--- src/rtl/thread_sched.sv ---
// Per-thread IDLE/READY/RUN tracker that walks the engine interleave order and
// issues READY threads to the engine core over a valid/ready handshake.
module thread_sched #(
  parameter int unsigned N_CORES   = 3,
  parameter int unsigned N_THREADS = 4 * N_CORES,
  parameter int unsigned TW        = $clog2(N_THREADS),
  localparam int unsigned CW       = $clog2(N_THREADS + 1)
) (
  input  logic          CLK,
  input  logic          reset,
  input  logic          ready_wr,
  input  logic [TW-1:0] ready_num,
  input  logic          done_wr,
  input  logic [TW-1:0] done_num,
  output logic          issue_valid,
  output logic [TW-1:0] issue_num,
  input  logic          issue_ready,
  output logic [CW-1:0] busy_cnt,
  output logic          all_idle,
  output logic          err
);

  typedef enum logic [1:0] {
    ST_IDLE  = 2'd0,
    ST_READY = 2'd1,
    ST_RUN   = 2'd2
  } thr_state_e;

  thr_state_e    r_state [N_THREADS];
  logic [TW-1:0] r_ptr;
  logic          r_issue_valid;
  logic [TW-1:0] r_issue_num;
  logic [CW-1:0] r_busy_cnt;
  logic          r_all_idle;
  logic          r_err;

  thr_state_e    w_state_nxt [N_THREADS];
  logic          w_slot_free;
  logic          w_ptr_rdy;
  logic          w_issue;
  logic          w_done_hit;
  logic          w_ready_hit;
  logic          w_inc;
  logic          w_dec;
  logic          w_err;
  logic [CW-1:0] w_busy_nxt;

  // Interleave order: walk cores/contexts, then flip the sequence slot.
  function automatic logic [TW-1:0] f_next(input logic [TW-1:0] p);
    logic [TW-2:0] c;
    c = p[TW-1:1];
    if (c == (TW-1)'(2 * N_CORES - 1)) begin
      f_next = {(TW-1)'(0), ~p[0]};
    end else begin
      f_next = {c + (TW-1)'(1), p[0]};
    end
  endfunction

  // Next thread states: done, then ready, then issue, each seeing the previous result.
  always_comb begin
    w_state_nxt = r_state;
    w_ptr_rdy   = 1'b0;
    w_done_hit  = 1'b0;
    w_ready_hit = 1'b0;
    w_inc       = 1'b0;
    w_dec       = 1'b0;
    w_err       = 1'b0;
    w_slot_free = !r_issue_valid || issue_ready;

    for (int i = 0; i < int'(N_THREADS); i++) begin
      if (r_ptr == TW'(i) && r_state[i] == ST_READY) w_ptr_rdy = 1'b1;
    end
    w_issue = w_slot_free && w_ptr_rdy;

    if (done_wr) begin
      for (int i = 0; i < int'(N_THREADS); i++) begin
        if (done_num == TW'(i)) begin
          w_done_hit = 1'b1;
          if (w_state_nxt[i] == ST_RUN) begin
            w_state_nxt[i] = ST_IDLE;
            w_dec          = 1'b1;
          end else begin
            w_err = 1'b1;
          end
        end
      end
      if (!w_done_hit) w_err = 1'b1;
    end

    if (ready_wr) begin
      for (int i = 0; i < int'(N_THREADS); i++) begin
        if (ready_num == TW'(i)) begin
          w_ready_hit = 1'b1;
          if (w_state_nxt[i] == ST_IDLE) begin
            w_state_nxt[i] = ST_READY;
            w_inc          = 1'b1;
          end else begin
            w_err = 1'b1;
          end
        end
      end
      if (!w_ready_hit) w_err = 1'b1;
    end

    for (int i = 0; i < int'(N_THREADS); i++) begin
      if (w_issue && r_ptr == TW'(i)) w_state_nxt[i] = ST_RUN;
    end

    w_busy_nxt = r_busy_cnt + CW'(w_inc) - CW'(w_dec);
  end

  always_ff @(posedge CLK or posedge reset) begin
    if (reset) begin
      for (int i = 0; i < int'(N_THREADS); i++) r_state[i] <= ST_IDLE;
      r_ptr         <= '0;
      r_issue_valid <= 1'b0;
      r_issue_num   <= '0;
      r_busy_cnt    <= '0;
      r_all_idle    <= 1'b1;
      r_err         <= 1'b0;
    end else begin
      r_state <= w_state_nxt;
      // A stalled offer freezes the pointer and the offered thread.
      if (w_slot_free) begin
        r_issue_valid <= w_ptr_rdy;
        if (w_ptr_rdy) r_issue_num <= r_ptr;
        r_ptr <= f_next(r_ptr);
      end
      r_busy_cnt <= w_busy_nxt;
      r_all_idle <= (w_busy_nxt == '0);
      r_err      <= r_err | w_err;
    end
  end

  assign issue_valid = r_issue_valid;
  assign issue_num   = r_issue_num;
  assign busy_cnt    = r_busy_cnt;
  assign all_idle    = r_all_idle;
  assign err         = r_err;

endmodule

--- config.mk ---
export PLATFORM = sky130hd
export DESIGN_NAME = thread_sched
export DESIGN_NICKNAME = d
export VERILOG_FILES = /design/src/rtl/thread_sched.sv
export SDC_FILE = /design/constraint.sdc
export NUM_CORES = 1
export LEC_CHECK = 0
export CORE_MARGIN = 5
export CORE_UTILIZATION = 50
export CTS_CLUSTER_SIZE = 10
export DETAILED_ROUTE_END_ITERATION = 7
export DONT_BUFFER_PORTS = 1
export GPL_TIMING_DRIVEN = 0
export SLEW_MARGIN = 20
export SYNTH_ARGS = -nofsm -noshare
export SYNTH_HDL_FRONTEND = slang
export SYNTH_SLANG_ARGS = --single-unit
--- constraint.sdc ---
create_clock -name CLK -period 3 [get_ports CLK]
set_clock_uncertainty 0.05 [all_clocks]
set_input_delay 0.75 -clock CLK [delete_from_list [all_inputs] [get_ports CLK]]
set_output_delay 0.75 -clock CLK [all_outputs]
set_load 0.02 [all_outputs]
* After elaboration in Yosys (flattened, before gate mapping)
Index checks and enable logic that the tools add are counted.
** Word-level totals
- Register bits :: 39
- Input port bits :: 13
- Output and inout port bits :: 11
- Logic and storage cells :: 346
** Cells by class
- Add/subtract/negate cells :: 3
- Eq/ne operators :: 58
- Multiplexer cells :: 219
- Bitwise logic cells :: 2
- Reductions and logical operators :: 45
** Operators with widths (number)
- 1-bit two-way mux :: 156
- 2-bit two-way mux :: 60
- 4-bit by 3-bit equality test with 1-bit output, second input constant :: 12
- 4-bit equality test, second input constant :: 12
- 24-bit two-way mux :: 2
- 1-bit logical AND :: 25
- 2-bit by 1-bit equality test with 1-bit output, second input constant :: 12
- 2-bit equality test, second input constant :: 12
- 4-bit by 2-bit equality test with 1-bit output, second input constant :: 6
- 2-bit zero test :: 12
- 4-bit zero test :: 4
- 4-bit by 1-bit equality test with 1-bit output, second input constant :: 3
- 4-bit by 1-bit adder with 4-bit output :: 1
- 4-bit two-way mux :: 1
- 2-bit AND reduction :: 2
- 4-bit by 1-bit subtractor with 4-bit output :: 1
- 3-bit by 1-bit adder with 3-bit output, second input constant :: 1
- 3-bit equality test, second input constant :: 1
- 1-bit zero test :: 1
- 1-bit logical OR :: 1
- 1-bit NOT :: 1
- 1-bit bitwise OR :: 1

* Depth between registers and ports, before layout
- Depth after elaboration :: 63
- Mapped depth :: 14
- Gate-level depth less buffers :: 12

* Least setup slack after synthesis
Ideal clock, no wire load.
- Path kind :: input-to-reg
- Start point :: in done_num[0]
- End point :: reg r_all_idle (netlist: all_idle)
- Library setup time :: 0.097 ns
- Arrival :: 3.215 ns
- Required time :: 2.853 ns
- Path slack :: -0.361 ns
- Stages on the path :: 11
- Buffers on the path :: 1
- Cells stage by stage :: buf_2 -> or3b_2 -> o21ai_0 -> nor4b_1 -> a311o_1 -> o31ai_1 -> ha_1 -> inv_1 -> ha_1 -> fa_1 -> nor4_1
** On the way
- Cells in the longest elaborated chain, start to end :: 37
- Elaborated cells on any way between the ends :: 96
- Those cells by class :: add/sub: 2; eq/ne: 11; mux: 69; reduce/logical: 14
** RTL lines
- start, declared :: RTL line 14 : input logic [TW-1:0] done_num,
- 4-bit zero test :: RTL line 77 : if (done_num == TW'(i)) begin
- 2-bit two-way mux :: RTL line 77
- 24-bit two-way mux :: RTL line 75 : if (done_wr) begin
- 2-bit zero test :: RTL line 94 : if (w_state_nxt[i] == ST_IDLE) begin
- 1-bit two-way mux :: RTL line 94
- 1-bit two-way mux :: RTL line 92 : if (ready_num == TW'(i)) begin
- 1-bit two-way mux :: RTL line 90 : if (ready_wr) begin
- 1-bit two-way mux :: RTL line 94
- [22 not listed]
- 1-bit two-way mux :: RTL line 92
- 1-bit two-way mux :: RTL line 94
- 1-bit two-way mux :: RTL line 92
- 1-bit two-way mux :: RTL line 90
- 4-bit by 1-bit adder with 4-bit output :: RTL line 109 : w_busy_nxt = r_busy_cnt + CW'(w_inc) - CW'(w_dec);
- 4-bit by 1-bit subtractor with 4-bit output (*) :: RTL line 109
- net w_busy_nxt[1] :: RTL line 46 : logic [CW-1:0] w_busy_nxt;
- 4-bit zero test (*) :: RTL line 130 : r_all_idle <= (w_busy_nxt == '0);
- end signal, assigned :: RTL line 130
- end, declared :: RTL line 34 : logic r_all_idle;
The timed path passes the listed nets; every way through them passes the cells marked *. The select of a mux whose other input is x is not followed.
A chain may end at the register's enable or synchronous reset.

* Final worst setup path
Same ends and word-level chain as after synthesis.

==> reports/qor.txt <==
Reg2Reg Capture Point = all_idle
R2R depth = 9
Vias in the first global route = 2212
Fillers = 451
Ys flop type = dfrtp_1
CP startpoint kind = primary input
Number of flops mapped to enable cells by yosys = 0
First-pass GRT wire length = 11400 microns
GP Congestion = 0.976
Wire per inst = 21.3 microns
Slew margin rel. = 48.7%
Routed wire length = 7430 microns
Yosys cell types = 54
Simple-gate portion of the synthesized area = 22.5%
Final cell count without fillers = 349
Final Hold Viols = 0
Crit Path Category = in2reg
Slack of the critical path = -114 ps
Synthesized area per cell = 9.25 sq um
Ant diodes = 0
Dpl ws = -618 ps
# IOs = 24
Slew @ Worst Pin = 770 ps
Worst reg2reg setup slack = 60 ps
Most frequent cells after synthesis = 38 x dfrtp_1, 16 x a21oi_1, 15 x inv_1, 15 x o21ai_0, 14 x nand2_1
Finish-stage setup viols = 1
Max VDD drop = 0.632 mV
Clk buf depth = 2
Clock tree from TritonCTS = built
Post-synthesis mux area share = 0.919%
Die area = 6400 sq um
Die Wd = 80.0 microns
HP Class = in2async
Final hold slack = 276 ps
Count leader, synth = dfrtp_1
Fin nets = 299
Failing checks = negative setup slack
Post-synthesis cell count = 265
Critical Path End Type = flop
Pwr Density = 978 nW/um^2
Synth area leaders = dfrtp_1 39%, a31oi_1 3.3%, a21oi_1 3.3%
Core region area = 4750 sq um
Total global routing overflow = 0
Worst r2r src = r_state[5]
CTS buffer count = 5
Clock Sinks = 39
#FFs+latches synth = 39
Root Driver = clkbuf_8
Vias per std cell = 6.52
Antenna violations before repair = 0
Overall Global Routing Usage = 23.2%
Largest area contributor in the netlist = dfrtp_1
Clock latency on the worst-skew pair = 290 ps
Maximum fanout along the worst path = 9
Final Util = 61.9%
Port bufs = 0
Crit share post-route = 104%
Total of max-cap violations = 0
Die Span Y = 80.0 microns
Status = finished, violations left
Total Power = 2.88 mW
DR iter-0 viols = 257
Num rows = 25
Synth Area in XOR/XNOR = 1.79%
Share of the synthesized area in the top cell type = 38.8%
Max frequency = 321 MHz
Critical Path RT = 3150 ps
Placed cell count = 333
CP arrival = 3260 ps
Share of cells above drive strength 1 = 23.4%
Seq/Total Area, Yosys = 39.9%
Adder-cell share of the synthesized area = 2.86%
Syn Nets = 283
Pins Over Slew Limit = 0
Post-synthesis compound-gate area fraction = 26.2%
Post-DP HPWL = 5280 microns
Unrepaired setup endpoints after global routing = true
Antenna viol nets, final = 0
Mapped Area = 2450 sq um
Via count = 2274
Htree depth = 2
Pin count of the biggest net entering global routing = 24
Post-route DRC = 0
Tmin final = 3110 ps
Layout overhead on the synthesized area = 20.1%
Ys Warns = 0
Largest family of logic cells by synthesized area = compound AO/OA/AOI/OAI gates
DRT Pass-1 Iters = 5
Initial core utilization = 51.6%
LEAKAGE = 1.13 nW
Clock transition at the registers of the reported paths = 80 ps
Post-synth ARST share = 100%
[through the flow]
step / setup TNS, ps / area, sq um
4_1_cts: -160 / 2760
2_1_floorplan: -208 / 2490
3_5_place_dp: -1530 / 2600
3_3_place_gp: -1780 / 2570
5_1_grt: -181 / 2940
6_report: -114 / 2940
[critical path: stages]
cell     delay (ps)
buf_6           120
or3b_4          390
o21ai_2         180
nor4b_4         220
a311o_1         260
o31ai_4         110
ha_4            270
inv_2            30
ha_4            160
fa_2            490
nor4_2          270
[sequential cells by signal, indices dropped and copies added (netlist names)]
| name | count |
|---|---|
| err | 1 |
| busy_cnt | 4 |
| r_ptr | 4 |
| issue_valid | 1 |
| issue_num | 4 |
| r_state | 24 |
| all_idle | 1 |
[layout make-up]
cell class	instances	area [sq um]	area share (%)
Clock buffer	6	72.6	2.47
Multi-Input combinational cell	194	1540	52.3
Timing Repair Buffer	9	87.6	2.98
Buffer	17	114	3.87
Sequential cell	39	977	33.2
Tap cell	67	83.8	2.85
Inverter	15	56.3	1.91
Clock inverter	2	12.5	0.425
[power breakdown]
part	internal (mW)	switching (mW)
registers	0.766	0.370
logic	0.616	0.781
clock network	0.162	0.182
[logic make-up (layout without fill, tap and decap cells)]
group,after synthesis,count (layout)
flip-flops,39,39
adder cells (fa/ha/maj),5,5
multiplexers,2,2
XOR/XNOR,5,5
AO/OA/AOI/OAI,90,90
AND/OR/NAND/NOR,92,92
buffers and inverters,32,49
[layout by cell type, fill, tap and decap left out, types with 7 or more instances in the layout]
master   count
a21oi_1     15
a31oi_1     12
buf_4        9
dfrtp_1     38
inv_1       12
nand2_1     13
nor2_1       9
nor2b_1      7
nor3b_1      7
o21ai_0     14
o31ai_1      9
[worst max path at each step]
stage | startpoint | endpoint | slack (ps) | cells after the start
CTS | done_wr | all_idle | -160 | 11
floorplan | done_wr | all_idle | -210 | 11
global route | done_wr | all_idle | -180 | 11
finish | done_num[0] | all_idle | -110 | 11
global placement | done_num[0] | all_idle | -670 | 11
detailed placement | done_num[0] | all_idle | -620 | 11
[metal layers]
metal	vias to the layer above	share of wire [%]	track usage [%]
li1	1050	-	-
met5	-	0	0
met1	1068	44	32.8
met2	135	44	35.2
met3	21	9.0	4.06
met4	0	2.9	8.78
[timing repair]
action / 4_1_cts / 5_1_grt
buffers inserted: 3 / 5
hold buffers: 0 / 0
cloned: 0 / 0
resized for setup: 13 / 24
pin swaps: 3 / 12
setup endpoints to repair: 2 / 4
Power figures use the tool's default switching activity.
==> RTL edit 1: new RTL, same flow settings <==
Change the parameter `N_CORES` from 3 to 6.
--- a/src/rtl/thread_sched.sv
+++ b/src/rtl/thread_sched.sv
@@ -1,7 +1,7 @@
 // Per-thread IDLE/READY/RUN tracker that walks the engine interleave order and
 // issues READY threads to the engine core over a valid/ready handshake.
 module thread_sched #(
-  parameter int unsigned N_CORES   = 3,
+  parameter int unsigned N_CORES   = 6,
   parameter int unsigned N_THREADS = 4 * N_CORES,
   parameter int unsigned TW        = $clog2(N_THREADS),
   localparam int unsigned CW       = $clog2(N_THREADS + 1)
Interface: changed (resized busy_cnt, done_num, issue_num and ready_num); port bits go from 24 to 28. No check against the original RTL was run, so the function may have changed too.
==> RTL edit 1 against the original RTL <==
- the flow still finishes with violations (negative setup slack)
- synthesized area up 71%
- critical path depth is 7 higher
- design area increased by 80%
- register-to-register slack worse by 0.54 ns
- power rose by 92%
- die area up 61%
- sequential cell count up 27
- global-route usage rose by 6.5 points
- wire length up 100%
- worst setup slack got worse by 0.52 ns
- cell count rose by 83%
- largest cell class unchanged
- highest routed layer unchanged
==> RTL edit 1: results <==
[detailed_routing]
drt-initial-drc-count = 492
num_vias = 4339
routed_wl_um = 15200
drt_pass1_iterations = 5

[yosys]
yosys-top-cells-area = dfrtp_1, a31oi_1, o31ai_1
synth_compound_area_frac = 0.256
synth_fa_ha_area_frac = 0.0227
async_flop_share = 1.00
syn_inst = 485
ys_seq_area_frac = 0.394
synth-xor-area-share = 0.0104
synth_cell_types = 63
synth.area.mux_share = 0.0134
synthFlopType = dfrtp_1
syn-num-nets = 507
synth_commonest_cells = dfrtp_1, a31oi_1, nand2_1

[global_route]
grt_pass1_wl_um = 23100
antenna_found_initial = 0
grt_max_degree = 44
first_global_vias = 4248
track_usage = 0.297

[status]
status = finished with violations
violations = negative setup slack

[final_layout]
top_register = r_state
fillCellCount = 694
largest_reg_flops = 48
drive_above_1_share = 0.261
nNetsFinal = 549
antenna_cells = 0

[power_and_ir_drop]
leakage_nw = 2.08
vdd_drop_max_mv = 0.738
switching_share = 0.466

[clock_network]
cts_made_buffers = 9
clock_tree.buffer_depth = 2
cts.clk_slew.worst_paths_ns = 0.08
clk-insertion-delay-late_ns = 0.36
cts_htree_levels = 3

[setup_path]
ff2ff_path_depth = 17
cp_max_fo = 10
crit_arrival_ns = 3.86

[sta]
timing.final.ws_setup_ns = -0.636
setup_viol = 5
slew_headroom = 0.227

[placement]
hpwl_um = 9950
gp_congestion = 0.999
post-place-ws_ns = -1.42
placed_area_um2 = 4540
RTL edit 1: power by group through the flow:
stage / sequential (W) / combinational [W] / clock, W
2_1_floorplan: 0.00173 / 0.00175 / 0
3_3_place_gp: 0.00184 / 0.00230 / 0
3_5_place_dp: 0.00185 / 0.00232 / 0
4_1_cts: 0.00186 / 0.00248 / 0.000791
5_1_grt: 0.00196 / 0.00308 / 0.000838
6_report: 0.00190 / 0.00285 / 0.000784
RTL edit 1: kinds of logic (layout without fill, tap and decap cells):
logic type | count (synthesis) | count (layout)
AOI/OAI and AO/OA | 162 | 162
adders and majority gates | 7 | 7
buffers and inverters | 66 | 112
and+or+nand+nor | 174 | 175
muxes | 5 | 5
DFF | 66 | 66
xor gates and xnor gates | 5 | 5
RTL edit 1: worst paths after layout:
kind	startpoint	slack (ns)	endpoint
min in group CLK	ready_wr	0.50	err
max in group asynchronous	reset	2.12	all_idle
setup / recovery	ready_num[0]	-0.64	all_idle
setup reg to reg	r_state[43]	-0.48	all_idle
hold / removal	reset	0.18	r_state[0]
hold reg to reg	r_state[5]	0.51	r_state[5]
RTL edit 1: final cells by class:
class	count	area, µm²	area share
Buffer	34	250	0.0473
Tap cell	105	131	0.0248
Timing Repair Buffer	35	313	0.0591
Clock inverter	4	51.3	0.00969
Inverter	27	104	0.0196
Clock buffer	12	145	0.0274
Sequential cell	66	1650	0.312
Multi-Input combinational cell	354	2640	0.500
RTL edit 1: critical path, stage by stage:
cell      delay, ns
clkbuf_2       0.20
and3_1         0.36
nand3b_1       0.17
a21oi_2        0.08
nor3_1         0.22
nand4_1        0.24
o31ai_2        0.28
ha_2           0.31
inv_2          0.06
ha_4           0.12
inv_2          0.03
fa_2           0.34
inv_1          0.06
a21o_1         0.12
a21oi_2        0.06
xnor2_2        0.14
nor2_1         0.11
nor4b_4        0.19
RTL edit 1: what timing repair did:
item	in CTS	in global routing
cloned	0	1
pin swaps	19	15
setup endpoints to repair	27	25
gates resized for setup	40	43
buffers inserted	20	14
RTL edit 1: through the flow:
step | std cells | util | power [W] | TNS [ns]
2_1_floorplan | 485 | - | 0.00348 | -2.18
3_3_place_gp | 590 | 0.549 | 0.00414 | -28.44
3_5_place_dp | 591 | 0.552 | 0.00417 | -9.60
4_1_cts | 625 | 0.612 | 0.00513 | -1.29
5_1_grt | 637 | 0.644 | 0.00588 | -2.25
6_report | 637 | 0.644 | 0.00553 | -1.70
RTL edit 1: routing by layer:
layer  routed length [µm]  vias up  track usage
li1                     -     1908            -
met1                 6210     2104        0.399
met2                 6770      272        0.441
met3                 1570       55       0.0888
met4                  639        0        0.136
met5                    0        -            0
==> RTL edit 2: new RTL, same flow settings <==
Made on the original files. Register the output `err` once more; this adds one clock of latency there. The other outputs are not delayed to match.
--- a/src/rtl/thread_sched.sv
+++ b/src/rtl/thread_sched.sv
@@ -136,7 +136,9 @@
   assign issue_num   = r_issue_num;
   assign busy_cnt    = r_busy_cnt;
   assign all_idle    = r_all_idle;
-  assign err         = r_err;
+  always_ff @(posedge CLK) begin
+    err <= r_err;
+  end
 
 endmodule
 
Formal check against the unedited RTL: not equivalent (a bounded check fails within 4 cycles, from zero or initial values and one cycle with reset high).
==> RTL edit 2 against the original RTL <==
- non-clock buffer count shrank 10
- first-iteration DRC count shrank 31%
- synthesized area is 1.9% lower
- power is 3.2% higher
- critical endpoint unchanged
- wire length fell by 8.4%
- register-to-register slack better by 0.25 ns
- sequential cell count up 1
- design area fell by 4.3%
- clock power is 34% higher
- worst setup slack improved by 0.14 ns
==> RTL edit 2: results <==
[yosys]
syn-num-nets = 277
synth_compound_area_frac = 0.223
synth_commonest_cells = dfrtp_1, o21ai_0, nand2_1
async_flop_share = 0.975
synth-xor-area-share = 0.0182
ys_seq_area_frac = 0.415
synth_cell_types = 60
yosys-top-cells-area = dfrtp_1, o21ai_0, a31oi_1
synth_fa_ha_area_frac = 0.0292
synth.area.mux_share = 0.0172

[detailed_routing]
drt_pass1_iterations = 4
avgViaCountPerCell = 6.34
drt-initial-drc-count = 177
routed_wl_um = 6810

[setup_path]
crit_slowest_cell = o311ai_4
cp_slowest_stage_delay_ns = 0.31
critPathTopFamily = compound AO/OA/AOI/OAI gates
r2r_setup_slack_ns = 0.31
ff2ff_path_depth = 12
cp_max_fo = 8
regToRegStartpoint = r_state[16]
crit_arrival_ns = 3.12

[final_layout]
nNetsFinal = 290
drive_above_1_share = 0.216

[global_route]
grt_max_degree = 32
grt_pass1_wl_um = 11000
first_global_vias = 2096
track_usage = 0.231

[sta]
whs_ns = 0.186
worst_slew_pin_slew_ns = 0.500

[power_and_ir_drop]
vdd_drop_max_mv = 0.671
switching_share = 0.437
leakage_nw = 1.13

[clock_network]
cts.clk_slew.worst_paths_ns = 0.09
cts_root_buf = clkbuf_8

[placement]
gp_congestion = 0.890
hpwl_um = 5010
placed_area_um2 = 2490

[status]
status = finished clean
-- RTL edit 2: worst max path at each step --
stage	startpoint	end	slack, ns	cells after the start
floorplan	done_num[2]	all_idle	-0.11	12
global placement	done_num[2]	all_idle	-0.59	12
detailed placement	done_num[2]	all_idle	-0.56	14
CTS	done_num[3]	all_idle	0.02	11
global route	done_num[2]	all_idle	-0.06	14
finish	done_num[2]	all_idle	0.03	14
-- RTL edit 2: final cells by class --
cell class | count | area [µm²]
plain buffers | 10 | 77.6
clock buffers | 5 | 68.8
clock inverters | 3 | 46.3
fillers | 417 | 1880
inverters | 13 | 51.3
multi-input cells | 196 | 1450
flip-flops and latches | 40 | 997
well taps | 54 | 67.6
repair buffers | 6 | 57.6
-- RTL edit 2: per-layer routing --
layer	wire length (µm)	track usage
met5	0	0
met2	3120	0.348
met4	173	0.0756
met3	412	0.0510
met1	3100	0.328
-- RTL edit 2: cell families (layout without fill, tap and decap cells) --
family | count (synthesis) | in the layout
flops | 40 | 40
simple gates | 106 | 106
buf+inv | 23 | 37
compound gates | 77 | 77
fa+ha+maj | 5 | 5
xor+xnor | 5 | 5
mux | 3 | 3
-- RTL edit 2: what timing repair did --
item | CTS | global route
setup buffers | 2 | 3
setup endpoints to repair | 3 | 3
gates cloned | 0 | 0
pin swaps | 9 | 8
gates resized for setup | 26 | 19
-- RTL edit 2: stage by stage --
step / cells / setup WS, ns / setup TNS [ns]
floorplan: 259 / -0.110 / -0.110
global placement: 313 / -0.589 / -1.58
detailed placement: 314 / -0.557 / -1.57
CTS: 324 / 0.0150 / 0
global route: 327 / -0.0606 / -0.0606
finish: 327 / 0.0309 / 0
-- RTL edit 2: power by group through the flow --
stage / sequential [W] / combinational, W / clock (W)
final: 0.00115 / 0.00136 / 0.000461
after global routing: 0.00118 / 0.00149 / 0.000498
after global placement: 0.00114 / 0.00114 / 0
after detailed placement: 0.00113 / 0.00115 / 0
after floorplan: 0.00103 / 0.000915 / 0
after CTS: 0.00114 / 0.00129 / 0.000468
